===== src/rtl/jpl_foc_clarke_mc_if.sv =====
// Request/result bundle for jpl_foc_clarke_mc: frame request lanes in, transformed lanes and status out.
interface jpl_foc_clarke_mc_if #(
   parameter int B    = 12,
   parameter int N_CH = 2
);
   logic              i_start;
   logic              i_mode;
   logic [N_CH*B-1:0] i_x;
   logic [N_CH*B-1:0] i_y;
   logic              o_busy;
   logic              o_done;
   logic [N_CH*B-1:0] o_p;
   logic [N_CH*B-1:0] o_q;
   logic [N_CH-1:0]   o_sat;
   logic              o_start_err;

   modport master (
      output i_start, i_mode, i_x, i_y,
      input  o_busy, o_done, o_p, o_q, o_sat, o_start_err
   );

   modport slave (
      input  i_start, i_mode, i_x, i_y,
      output o_busy, o_done, o_p, o_q, o_sat, o_start_err
   );
endinterface


===== src/rtl/jpl_foc_clarke_mc.sv =====
// Multi-channel Clarke / inverse-Clarke transform: one start captures N_CH lane pairs, which are
// streamed through a single shared multiplier (2-stage pipeline) and published together on o_done.
module jpl_foc_clarke_mc #(
   parameter int B    = 12,
   parameter int N_CH = 2,
   parameter int K    = 15
) (
   input  logic               i_clk,
   input  logic               i_rst,
   jpl_foc_clarke_mc_if.slave bus
);

   localparam int  KW      = (N_CH > 1) ? $clog2(N_CH) : 1;
   localparam int  W       = B + K + 4;
   localparam real SQRT3   = 1.7320508075688772;
   localparam int  C_FWD_I = $rtoi(real'(64'd1 << K) / SQRT3 + 0.5);
   localparam int  C_INV_I = $rtoi(real'(64'd1 << K) * SQRT3 / 2.0 + 0.5);
   localparam logic signed [K+1:0] C_FWD = C_FWD_I[K+1:0];
   localparam logic signed [K+1:0] C_INV = C_INV_I[K+1:0];
   localparam logic signed [W-1:0] ONE   = {{(W-1){1'b0}}, 1'b1};
   localparam logic signed [W-1:0] HALF  = ONE <<< (K - 1);
   localparam logic signed [W-1:0] Q_MAX = (ONE <<< (B - 1)) - ONE;
   localparam logic signed [W-1:0] Q_MIN = ~Q_MAX;

   typedef enum logic [1:0] {
      ST_IDLE  = 2'd0,
      ST_RUN   = 2'd1,
      ST_DRAIN = 2'd2,
      ST_DONE  = 2'd3
   } state_t;

   state_t              state_q, state_d;
   logic [KW-1:0]       k_q, k_d;
   logic                drain_q, drain_d;
   logic                issue_s, accept_s;
   logic                mode_q;
   logic [N_CH*B-1:0]   x_cap_q, y_cap_q;
   logic                s1_vld_q;
   logic [KW-1:0]       s1_idx_q;
   logic signed [B-1:0] s1_x_q;
   logic signed [W-1:0] s1_prod_q;
   logic [N_CH*B-1:0]   q_buf_q;
   logic [N_CH-1:0]     sat_buf_q;
   logic                busy_q, done_q, start_err_q;
   logic [N_CH*B-1:0]   p_q, q_q;
   logic [N_CH-1:0]     sat_q;

   logic signed [B-1:0] xk_s, yk_s, qk_s;
   logic signed [B+1:0] mul_a_s;
   logic signed [K+1:0] mul_c_s;
   logic signed [W-1:0] a_ext_s, c_ext_s, prod_s;
   logic signed [W-1:0] x_ext_s, bias_s, acc_s, shr_s;
   logic                satk_s;

   always_comb begin
      state_d  = state_q;
      k_d      = k_q;
      drain_d  = drain_q;
      issue_s  = 1'b0;
      accept_s = 1'b0;
      case (state_q)
         ST_IDLE: begin
            if (bus.i_start) begin
               state_d  = ST_RUN;
               k_d      = {KW{1'b0}};
               accept_s = 1'b1;
            end else begin
               state_d = ST_IDLE;
            end
         end
         ST_RUN: begin
            issue_s = 1'b1;
            if (k_q == KW'(N_CH - 1)) begin
               state_d = ST_DRAIN;
               k_d     = {KW{1'b0}};
               drain_d = 1'b0;
            end else begin
               k_d = k_q + {{(KW-1){1'b0}}, 1'b1};
            end
         end
         ST_DRAIN: begin
            if (drain_q) begin
               state_d = ST_DONE;
               drain_d = 1'b0;
            end else begin
               drain_d = 1'b1;
            end
         end
         ST_DONE: state_d = ST_IDLE;
         default: state_d = ST_IDLE;
      endcase
   end

   // Forward multiplies (x + 2y) by 1/sqrt3, inverse multiplies y by sqrt3/2; the -x/2 term is added in S2.
   always_comb begin
      xk_s = x_cap_q[k_q*B +: B];
      yk_s = y_cap_q[k_q*B +: B];
      if (mode_q) begin
         mul_a_s = {{2{yk_s[B-1]}}, yk_s};
         mul_c_s = C_INV;
      end else begin
         mul_a_s = {{2{xk_s[B-1]}}, xk_s} + {yk_s[B-1], yk_s, 1'b0};
         mul_c_s = C_FWD;
      end
      a_ext_s = {{(W-B-2){mul_a_s[B+1]}}, mul_a_s};
      c_ext_s = {{(W-K-2){mul_c_s[K+1]}}, mul_c_s};
      prod_s  = a_ext_s * c_ext_s;
   end

   always_comb begin
      x_ext_s = {{(W-B){s1_x_q[B-1]}}, s1_x_q};
      if (mode_q) begin
         bias_s = HALF - (x_ext_s <<< (K - 1));
      end else begin
         bias_s = HALF;
      end
      acc_s = s1_prod_q + bias_s;
      shr_s = acc_s >>> K;
      if (shr_s > Q_MAX) begin
         qk_s   = Q_MAX[B-1:0];
         satk_s = 1'b1;
      end else if (shr_s < Q_MIN) begin
         qk_s   = Q_MIN[B-1:0];
         satk_s = 1'b1;
      end else begin
         qk_s   = shr_s[B-1:0];
         satk_s = 1'b0;
      end
   end

   always_ff @(posedge i_clk) begin
      if (i_rst) begin
         state_q <= ST_IDLE;
         k_q     <= {KW{1'b0}};
         drain_q <= 1'b0;
      end else begin
         state_q <= state_d;
         k_q     <= k_d;
         drain_q <= drain_d;
      end
   end

   always_ff @(posedge i_clk) begin
      if (i_rst) begin
         mode_q  <= 1'b0;
         x_cap_q <= {(N_CH*B){1'b0}};
         y_cap_q <= {(N_CH*B){1'b0}};
      end else if (accept_s) begin
         mode_q  <= bus.i_mode;
         x_cap_q <= bus.i_x;
         y_cap_q <= bus.i_y;
      end
   end

   always_ff @(posedge i_clk) begin
      if (i_rst) begin
         s1_vld_q  <= 1'b0;
         s1_idx_q  <= {KW{1'b0}};
         s1_x_q    <= {B{1'b0}};
         s1_prod_q <= {W{1'b0}};
      end else begin
         s1_vld_q <= issue_s;
         if (issue_s) begin
            s1_idx_q  <= k_q;
            s1_x_q    <= xk_s;
            s1_prod_q <= prod_s;
         end
      end
   end

   always_ff @(posedge i_clk) begin
      if (i_rst) begin
         q_buf_q   <= {(N_CH*B){1'b0}};
         sat_buf_q <= {N_CH{1'b0}};
      end else if (s1_vld_q) begin
         q_buf_q[s1_idx_q*B +: B] <= qk_s;
         sat_buf_q[s1_idx_q]      <= satk_s;
      end
   end

   // Status flags follow the next state so they line up with the state they describe.
   always_ff @(posedge i_clk) begin
      if (i_rst) begin
         busy_q      <= 1'b0;
         done_q      <= 1'b0;
         start_err_q <= 1'b0;
         p_q         <= {(N_CH*B){1'b0}};
         q_q         <= {(N_CH*B){1'b0}};
         sat_q       <= {N_CH{1'b0}};
      end else begin
         busy_q      <= (state_d != ST_IDLE);
         done_q      <= (state_d == ST_DONE);
         start_err_q <= bus.i_start & busy_q;
         if (state_d == ST_DONE) begin
            p_q   <= x_cap_q;
            q_q   <= q_buf_q;
            sat_q <= sat_buf_q;
         end
      end
   end

   assign bus.o_busy      = busy_q;
   assign bus.o_done      = done_q;
   assign bus.o_start_err = start_err_q;
   assign bus.o_p         = p_q;
   assign bus.o_q         = q_q;
   assign bus.o_sat       = sat_q;

endmodule


===== src/flat_wrapper.sv =====
// flat-port wrapper written by rule: the top's interface ports become plain ports
module jpl_foc_clarke_mc_flat 
#(
   parameter int B    = 12,
   parameter int N_CH = 2,
   parameter int K    = 15
)
  (i_clk, i_rst, bus_i_start, bus_i_mode, bus_i_x, bus_i_y, bus_o_busy, bus_o_done, bus_o_p, bus_o_q, bus_o_sat, bus_o_start_err);
  jpl_foc_clarke_mc_if #(.B(B), .N_CH(N_CH)) bus_i ();
  input  logic i_clk;
  input  logic i_rst;
  input wire logic [$bits(bus_i.i_start)-1:0] bus_i_start;
  input wire logic [$bits(bus_i.i_mode)-1:0] bus_i_mode;
  input wire logic [$bits(bus_i.i_x)-1:0] bus_i_x;
  input wire logic [$bits(bus_i.i_y)-1:0] bus_i_y;
  output wire logic [$bits(bus_i.o_busy)-1:0] bus_o_busy;
  output wire logic [$bits(bus_i.o_done)-1:0] bus_o_done;
  output wire logic [$bits(bus_i.o_p)-1:0] bus_o_p;
  output wire logic [$bits(bus_i.o_q)-1:0] bus_o_q;
  output wire logic [$bits(bus_i.o_sat)-1:0] bus_o_sat;
  output wire logic [$bits(bus_i.o_start_err)-1:0] bus_o_start_err;
  assign bus_i.i_start = bus_i_start;
  assign bus_i.i_mode = bus_i_mode;
  assign bus_i.i_x = bus_i_x;
  assign bus_i.i_y = bus_i_y;
  assign bus_o_busy = bus_i.o_busy;
  assign bus_o_done = bus_i.o_done;
  assign bus_o_p = bus_i.o_p;
  assign bus_o_q = bus_i.o_q;
  assign bus_o_sat = bus_i.o_sat;
  assign bus_o_start_err = bus_i.o_start_err;
  jpl_foc_clarke_mc #(.B(B), .N_CH(N_CH), .K(K)) u_core (.i_clk(i_clk), .i_rst(i_rst), .bus(bus_i));
endmodule

===== config.mk =====
export PLATFORM = sky130hd
export DESIGN_NAME = jpl_foc_clarke_mc_flat
export DESIGN_NICKNAME = d
export VERILOG_FILES = /design/src/rtl/jpl_foc_clarke_mc_if.sv /design/src/rtl/jpl_foc_clarke_mc.sv /design/src/flat_wrapper.sv
export SDC_FILE = /design/constraint.sdc
export NUM_CORES = 1
export LEC_CHECK = 0
export ABC_AREA = 1
export CAP_MARGIN = 20
export CORE_MARGIN = 3
export CORE_UTILIZATION = 60
export DETAILED_ROUTE_END_ITERATION = 16
export MAX_ROUTING_LAYER = met4
export PLACE_DENSITY_LB_ADDON = 0.2
export SYNTH_ARGS = -nofsm -noshare
export SYNTH_HDL_FRONTEND = slang
export SYNTH_SLANG_ARGS = --single-unit

===== constraint.sdc =====
create_clock -name i_clk -period 10 [get_ports i_clk]
set_clock_uncertainty 0.05 [all_clocks]
set_input_delay 2 -clock i_clk [delete_from_list [all_inputs] [get_ports i_clk]]
set_output_delay 2 -clock i_clk [all_outputs]
set_load 0.01 [all_outputs]

==> metrics.yaml <==
postCtsSetupBuffers: 0
cts_buffers: 17
ys_warn_count: 0
critPathCaptureType: "flip-flop"
grt_pass1_wl_um: 57300
dp_hpwl_um: 28200
synth_cells: 1847
worstPathArrival_ns: 8.44
path_delay_family: "adder cells"
route.detailed.drc: 0
fmax_ghz: 0.123
portBuffers: 104
synth_area_um2: 13600
cts.path.max_buffers: 2
hold_class: "reg2reg"
antenna_cells: 0
drt-total-wl_um: 35500
vias_per_cell: 5.43
path_max_fanout: 24
ys_async_sr_fraction_pct: 0
clock-root-buffer: "clkbuf_16"
cp.required_ns: 10.34
rsz0062_at_grt: "no"
setup_viol: 0
layout.nets: 2226
layout_common_cells: "354 x nand2_1, 286 x inv_1, 278 x nor2_1"
grt.total_usage_pct: 30.2
relSlewSlack_pct: 32.2
worst_pin_slew_ns: 1.02
die_x_um: 157
fin_setup_tns_ns: 0
final_common_cell: "nand2_1"
cts-resized-gates: 0
grt_max_degree: 65
cap_violations: 0
synthFlopType: "dfxtp_1"
place_area_um2: 14700
ys_ff_latch: 162
critPathBufInv: 9
hold_violations: 0
design_area_um2: 15300
cts_tree: "built"
period_minus_slack_ns: 8.10
clk_latency_ns: 0.43
overflow: 0
ant_nets: 0
synth.area.top_cells: "dfxtp_1 24%, fa_1 17%, ha_1 13%"
routabilityCongestion: 0.993
die-area_um2: 24500
wl_per_cell_um: 16.1
clkSinkCount: 162
grt_pass1_vias: 11500
grt_antenna_before_repair: 0
drt_pass1_iterations: 5
final_max_slew_viol_count: 0
yosysSeqAreaShare_pct: 23.9
via_count: 12000
hold_buffers: 0
die_h_um: 157
drt_iter0_drc: 890
crit_top_cell: "inv_1"
core_area_um2: 22000
initial_utilization_pct: 61.7
htreeDepth: 4
max_stage_delay_ns: 0.57
synth_edf_count: 0
ioPinCount: 105
ys_types: 44
status: "completed"
drive_gt1_share_pct: 4.57
synth_area_per_cell_um2: 7.36
cpMaxStageDelayCell: "fa_1"
num_rows: 54
period_share_pct: 81.0
syn_to_final_growth_pct: 12.8
synth_top_area_share_pct: 23.9
crit_type: "reg2reg"
cp-start-kind: "flip-flop"
cts.clk_slew.worst_paths_ns: 0.08
synth.largest_area_cell: "dfxtp_1"
[worst min-delay path: stages, from the launching register on]
cell     delay, ns
dfxtp_1       0.31
nand2_1       0.06
a21oi_1       0.05
[registers in the layout, summed over array words and instances (netlist names), 2 cells and up]
| register | cells |
|---|---|
| u_core.s1_x_q | 12 |
| u_core.y_cap_q | 24 |
| u_core.bus.o_sat | 2 |
| u_core.bus.o_p | 24 |
| u_core.x_cap_q | 24 |
| u_core.s1_prod_q | 16 |
| u_core.q_buf_q | 24 |
| u_core.state_q | 2 |
| u_core.bus.o_q | 24 |
| u_core.sat_buf_q | 2 |
[area by class of cell]
cell class	instances	area, µm²
clock buffers	17	425
clock inverters	15	163
fillers	1907	6690
inverters	293	1100
multi-input cells	1326	8950
flip-flops and latches	162	3240
well taps	280	350
repair buffers	113	1100
[metrics by stage]
step | cells | hold slack (ns) | utilization, % | setup WS, ns
final | 2206 | 0.412 | 69.6 | 1.90
after global routing | 2206 | 0.429 | 69.6 | 1.41
after CTS | 2206 | 0.412 | 69.6 | 1.92
after detailed placement | 2174 | 0.401 | 67.0 | 1.94
after global placement | 2174 | 0.388 | 67.0 | 2.16
after floorplan | 1848 | 0.377 | - | 2.73
[metal layers]
metal | part of all wire, % | track usage, % | vias to the layer above
li1 | - | - | 5932
met1 | 44 | 41.4 | 5576
met2 | 46 | 46.2 | 406
met3 | 7.1 | 5.50 | 66
met4 | 2.5 | 8.96 | 0
met5 | 0 | - | -
[final timing paths]
path	from	to	slack (ns)	cells after the start
max	u_core.k_q$_SDFFE_PP0P_	u_core.s1_prod_q[21]$_SDFFE_PP0P_	1.90	31
min	u_core.q_buf_q[11]$_SDFFE_PP0P_	u_core.bus.o_q[11]$_SDFFE_PP0P_	0.41	2
max reg2reg	u_core.k_q$_SDFFE_PP0P_	u_core.s1_prod_q[21]$_SDFFE_PP0P_	1.90	31
min reg2reg	u_core.q_buf_q[11]$_SDFFE_PP0P_	u_core.bus.o_q[11]$_SDFFE_PP0P_	0.41	2
[synthesized netlist by cell type (all sizes together), types with 14 or more instances]
cell type / number
dfxtp: 162
clkbuf: 56
a21oi: 131
nand2: 370
ha: 144
o21ai: 113
xor2: 14
fa: 117
or2: 16
nor2: 278
nand3: 67
inv: 291
[cells by family (layout without fill, tap and decap cells)]
group,after synthesis,in the layout,synth area share (%)
flip-flops,162,162,23.9
AND/OR/NAND/NOR,757,757,22.7
multiplexers,1,1,0.0736
buffers and inverters,360,438,10.3
XOR/XNOR,19,19,1.22
other,2,3,0.0553
AO/OA/AOI/OAI,285,285,11.2
adder cells (fa/ha/maj),261,261,30.5
Power is left out: the tool's default activity adds up to more than one toggle a clock period on the data nets, which glitch-free logic cannot reach.
